$ cat config.mk
export PLATFORM = sky130hd
export DESIGN_NAME = mdu_ctrl
export DESIGN_NICKNAME = d
export VERILOG_FILES = /design/src/rtl/mdu_ctrl.sv
export SDC_FILE = /design/constraint.sdc
export NUM_CORES = 2
export LEC_CHECK = 0
export BUFFER_PORTS_ARGS = -buffer_cell sky130_fd_sc_hd__buf_2
export CAP_MARGIN = 10
export CORE_MARGIN = 10
export CORE_UTILIZATION = 40
export CTS_BUF_LIST = sky130_fd_sc_hd__clkbuf_4 sky130_fd_sc_hd__clkbuf_8
export DETAILED_ROUTE_END_ITERATION = 12
export PLACE_DENSITY = 0.53
export SLEW_MARGIN = 30
export SYNTH_ARGS = -nofsm -noshare
export SYNTH_HDL_FRONTEND = slang
export SYNTH_SLANG_ARGS = --single-unit
$ cat constraint.sdc
create_clock -name clk -period 29 [get_ports clk]
set_input_delay 4.35 -clock clk [delete_from_list [all_inputs] [get_ports clk]]
set_output_delay 4.35 -clock clk [all_outputs]
set_load 0.05 [all_outputs]
$ cat src/rtl/mdu_ctrl.sv
// mdu_ctrl: multiply/divide unit controller holding the architectural HI/LO registers.
//
// A mult/multu or div/divu accepted in IDLE computes its 64-bit result at once into
// temp_q. The unit then stays busy for MULT_CYCLES or DIV_CYCLES cycles to model the
// latency of a multi-cycle datapath. HI/LO are updated on the edge that ends the busy
// window, so new values are visible in the first cycle that busy is low.
// mthi/mtlo write HI/LO directly and never raise busy.
//
// Optional feature: define MDU_DIV_EN to build the divider. When it is undefined,
// no divider logic exists and div/divu behave as no-ops.
//
// Parameters:
//   MULT_CYCLES  busy cycles for mult/multu (>= 1)
//   DIV_CYCLES   busy cycles for div/divu (>= 1)
// Ports:
//   clk       in   single clock, rising edge
//   reset     in   synchronous, active-high reset
//   start     in   E-stage MDU instruction valid
//   md_op     in   000 mult, 001 multu, 010 div, 011 divu, 100 mthi, 101 mtlo, others no-op
//   A, B      in   forwarded rs / rt operands
//   d_md_use  in   D-stage instruction uses the MDU
//   busy      out  operation in progress (registered)
//   stall_md  out  stall request to the pipeline (combinational)
//   hi, lo    out  architectural HI / LO registers
module mdu_ctrl #(
   parameter int unsigned MULT_CYCLES = 5,
   parameter int unsigned DIV_CYCLES  = 10
) (
   input  logic        clk,
   input  logic        reset,
   input  logic        start,
   input  logic [2:0]  md_op,
   input  logic [31:0] A,
   input  logic [31:0] B,
   input  logic        d_md_use,
   output logic        busy,
   output logic        stall_md,
   output logic [31:0] hi,
   output logic [31:0] lo
);

   typedef enum logic [0:0] {StIdle, StRun} state_e;

   state_e      state_q;
   logic [15:0] cnt_q;
   logic [63:0] temp_q;
   logic        wr_q;    // commit temp_q at completion; cleared for divide by zero
   logic        busy_q;
   logic [31:0] hi_q;
   logic [31:0] lo_q;

   logic        is_mul;
   logic        is_div;
   logic        start_muldiv;

   assign is_mul = (md_op[2:1] == 2'b00);

`ifdef MDU_DIV_EN
   assign is_div = (md_op[2:1] == 2'b01);
`else
   assign is_div = 1'b0;
`endif

   assign start_muldiv = start & (is_mul | is_div);
   assign stall_md     = d_md_use & (start_muldiv | busy_q);

   // Multiplier: the low 64 bits of the product of the sign- or zero-extended operands
   // are the exact signed / unsigned 64-bit product.
   logic [63:0] a_ext;
   logic [63:0] b_ext;
   logic [63:0] prod;

   always_comb begin
      a_ext = md_op[0] ? {32'b0, A} : {{32{A[31]}}, A};
      b_ext = md_op[0] ? {32'b0, B} : {{32{B[31]}}, B};
      prod  = a_ext * b_ext;
   end

   // Divider result: {remainder, quotient}; div_ok is low for a zero divisor.
   logic [63:0] div_res;
   logic        div_ok;

`ifdef MDU_DIV_EN
   logic        a_neg;
   logic        b_neg;
   logic [31:0] a_mag;
   logic [31:0] b_mag;
   logic [31:0] q_mag;
   logic [31:0] r_mag;
   logic [31:0] quot;
   logic [31:0] rem;

   // Divide magnitudes, then restore signs: quotient truncates toward zero and the
   // remainder follows the dividend.
   always_comb begin
      a_neg   = ~md_op[0] & A[31];
      b_neg   = ~md_op[0] & B[31];
      a_mag   = a_neg ? (32'd0 - A) : A;
      b_mag   = b_neg ? (32'd0 - B) : B;
      div_ok  = (B != 32'd0);
      q_mag   = div_ok ? (a_mag / b_mag) : 32'd0;
      r_mag   = div_ok ? (a_mag % b_mag) : 32'd0;
      quot    = (a_neg ^ b_neg) ? (32'd0 - q_mag) : q_mag;
      rem     = a_neg ? (32'd0 - r_mag) : r_mag;
      div_res = {rem, quot};
   end
`else
   assign div_res = 64'd0;
   assign div_ok  = 1'b0;
`endif

   always_ff @(posedge clk) begin
      if (reset) begin
         state_q <= StIdle;
         cnt_q   <= 16'd0;
         temp_q  <= 64'd0;
         wr_q    <= 1'b0;
         busy_q  <= 1'b0;
         hi_q    <= 32'd0;
         lo_q    <= 32'd0;
      end else begin
         unique case (state_q)
            StIdle: begin
               if (start) begin
                  if (is_mul) begin
                     temp_q  <= prod;
                     cnt_q   <= 16'(MULT_CYCLES);
                     wr_q    <= 1'b1;
                     busy_q  <= 1'b1;
                     state_q <= StRun;
                  end else if (is_div) begin
                     temp_q  <= div_res;
                     cnt_q   <= 16'(DIV_CYCLES);
                     wr_q    <= div_ok;
                     busy_q  <= 1'b1;
                     state_q <= StRun;
                  end else if (md_op == 3'b100) begin
                     hi_q <= A;
                  end else if (md_op == 3'b101) begin
                     lo_q <= A;
                  end
               end
            end
            StRun: begin
               // start is ignored here; only the countdown advances.
               cnt_q <= cnt_q - 16'd1;
               if (cnt_q == 16'd1) begin
                  if (wr_q) begin
                     hi_q <= temp_q[63:32];
                     lo_q <= temp_q[31:0];
                  end
                  busy_q  <= 1'b0;
                  state_q <= StIdle;
               end
            end
            default: begin
               state_q <= StIdle;
               busy_q  <= 1'b0;
            end
         endcase
      end
   end

   assign busy = busy_q;
   assign hi   = hi_q;
   assign lo   = lo_q;

endmodule

==> flow_summary.yaml <==
drt:
  routed_wl_um: 164000
  drt_pre_antenna_iters: 5
  highest-signal-layer: "met5"
  vias_per_cell: 5.00
  via_count: 37300
  met3_wirelength_um: 8480
  detail_route.wirelength.met1_um: 73000
  dr_wl_met2_um: 78800
  drt_first_iter_violations: 2223
  route.detailed.drc: 0
  post_drt_wl_per_cell_um: 22.0
  ant_nets: 0
logic_synthesis:
  post-synth-top-area-fraction_pct: 52.8
  postSynthNetCount: 7562
  synth_seq_area_share_pct: 5.49
  synth-main-ff-cell: "dfxtp_1"
  netlist_area_mm2: 0.0536
  synth-seq-cells: 147
  yosys_warnings: 0
  synth-async-reset-ratio_pct: 0
  yosysUniqueCellTypes: 67
  syn_area_per_cell_um2: 9.30
  netlist_instances: 5760
  yosys.area.top_type: "fa_1"
  synth-edff-count: 0
  netlist_top_cells_area: "fa_1, inv_1, ha_1, and2_1, dfxtp_1"
die:
  die_h_um: 386
  start_util_pct: 40.2
  design.die.area_mm2: 0.149
  core_area_mm2: 0.133
  fp-row-count: 134
  floorplan.io_pins: 137
  chipWidth_um: 386
outcome:
  status: "finished clean"
clocking:
  clk_root_buffer_cell: "clkbuf_8"
  post-cts-setup-buffers: 0
  clock_tree.htree_level_count: 4
  worst_setup_hold_path_clk_slew_ns: 0.09
  cts_inserted_buffers: 17
  cts_tree: "built"
  clk_path_buf_depth: 2
  worstSkewPairLatency_ns: 0.47
  cts-hold-fix-buffers: 0
  cts_num_sinks: 147
  post_cts_resized: 0
finish:
  layout.cells.most_common_list: "inv_1, fa_1, nand2_1"
  layout.filler_cells: 13400
  area_growth_syn_to_layout_pct: 4.87
  layout-drive-gt1-share_pct: 4.43
  fin_nets: 7474
  final_design_area_no_fill_mm2: 0.0562
  most_common_library_cell_in_the_layout_ignoring_fill_and_taps: "inv_1"
run:
  number_of_max_cap_violations: 0
worst_setup_path:
  critical-path-top-cell-by-count: "fa_1"
  critical_path.slowest_cell: "fa_1"
  path_buf_inv: 10
  critPathLaunchType: "input pin"
  worst_ep_arrival_time_ns: 14.06
  critical_path_required_ns: 29.40
  critical_path_class: "input pin to flip-flop"
  crit_path_max_delay_family: "adder cells"
  worst_path_largest_cell_delay_ns: 0.87
  crit_path_end_kind: "flip-flop"
  critical_path.max_fanout: 31
sta:
  clock-skew-final_ns: 0.0164
  maxSlewHeadroom_pct: 32.0
  tns_ns: 0
  worst-slew-pin-transition_ns: 1.02
  min_period_over_period_pct: 47.1
  report.final.setup_viol: 0
  max_clock_freq_mhz: 73.2
  grt_setup_unrepaired: "false"
  min_period_ns: 13.66
  slew_violations: 0
  final_report_hold_violation_count: 0
global_routing:
  grt_first_pass_wirelength_um: 257000
  grt_antenna_before_repair: 11
  grt.total_usage_pct: 22.6
  grt_max_degree: 85
  first_global_vias: 41700
  gr-total-overflow: 0
place:
  gp_congestion: 0.907
  post_dp_cell_area_mm2: 0.0558
  io_buffers: 136
  dpl.hpwl_um: 133000
worst_hold_path:
  hold_path_class: "flip-flop to flip-flop"
## layer usage
metal | vias to the layer above | GRT usage (%)
li1 | 16500 | -
met1 | 19600 | 31.4
met2 | 1013 | 38.5
met3 | 184 | 2.07
met4 | 2 | 4.68
met5 | - | 0
## worst register-to-register path: stages (launching register included)
cell      delay [ns]
dfxtp_1         0.37
or4_1           0.64
nor4_1          0.30
and3_1          0.31
a21oi_1         0.14
a21oi_4         0.34
buf_4           0.52
nor2_1          0.11
a211oi_1        0.25
## state kept, by name, summed over array words and instances, names as in the netlist
name and count:
lo 32, busy 1, hi 32, state_q 1
temp_q 64, wr_q 1, cnt_q 16
## metrics by stage
step | cells | setup WS (ns) | utilization, % | hold slack [ns]
after floorplan | 5760 | 15.86 | - | 0.432
after global placement | 7421 | 14.89 | 41.9 | 0.442
after detailed placement | 7421 | 14.84 | 41.9 | 0.446
after CTS | 7453 | 15.36 | 42.2 | 0.459
after global routing | 7453 | 14.90 | 42.2 | 0.474
final | 7454 | 15.34 | 42.2 | 0.459
## cell usage after synthesis, drive strengths merged (4+ instances only)
cell type / instances
buf: 21
nor2: 130
xor2: 29
o21bai: 15
a211oi: 78
or4: 7
ha: 319
or2: 5
mux2i: 5
o211ai: 11
nand3: 24
nor2b: 38
o31ai: 4
a21o: 46
and2: 609
fa: 1412
xnor2: 88
or3: 8
a211o: 4
nand4: 19
clkbuf: 275
dfxtp: 147
nor4b: 5
a21oi: 200
nor4: 8
a31o: 4
nand2: 618
o21a: 11
nor3: 13
o21ai: 41
nand2b: 12
inv: 1495
and3: 8
a31oi: 13
## area by class of cell
type	instances	area (um2)	share of cell area [%]
Antenna cell	1	2.50	0.00445
Timing Repair Buffer	189	1080	1.92
Inverter	1495	5610	9.99
Clock buffer	18	248	0.441
Multi-Input combinational cell	3822	43900	78.2
Tap cell	1768	2210	3.94
Clock inverter	14	154	0.274
Sequential cell	147	2950	5.24
## final timing paths
| path | from | end | slack (ns) | cells past startpoint |
|---|---|---|---|---|
| max | A[31] | temp_q[63]$_SDFFE_PP0P_ | 15.34 | 31 |
| max reg2reg | cnt_q[8]$_SDFFE_PP0P_ | hi[23]$_SDFFE_PP0P_ | 25.94 | 8 |
| min reg2reg | temp_q[23]$_SDFFE_PP0P_ | temp_q[23]$_SDFFE_PP0P_ | 0.46 | 2 |
| min | temp_q[23]$_SDFFE_PP0P_ | temp_q[23]$_SDFFE_PP0P_ | 0.46 | 2 |
## cells by family after synthesis
family,count (synthesis),synth area share [%]
buffers and inverters,1791,12.6
adder cells (fa/ha/maj),1733,60.2
AND/OR/NAND/NOR,1508,14.1
AO/OA/AOI/OAI,458,5.58
flip-flops,147,5.49
XOR/XNOR,117,1.91
multiplexers,6,0.114
Power is not shown: default switching activity piles up to over one toggle a cycle in this logic, so the estimate is an artifact.
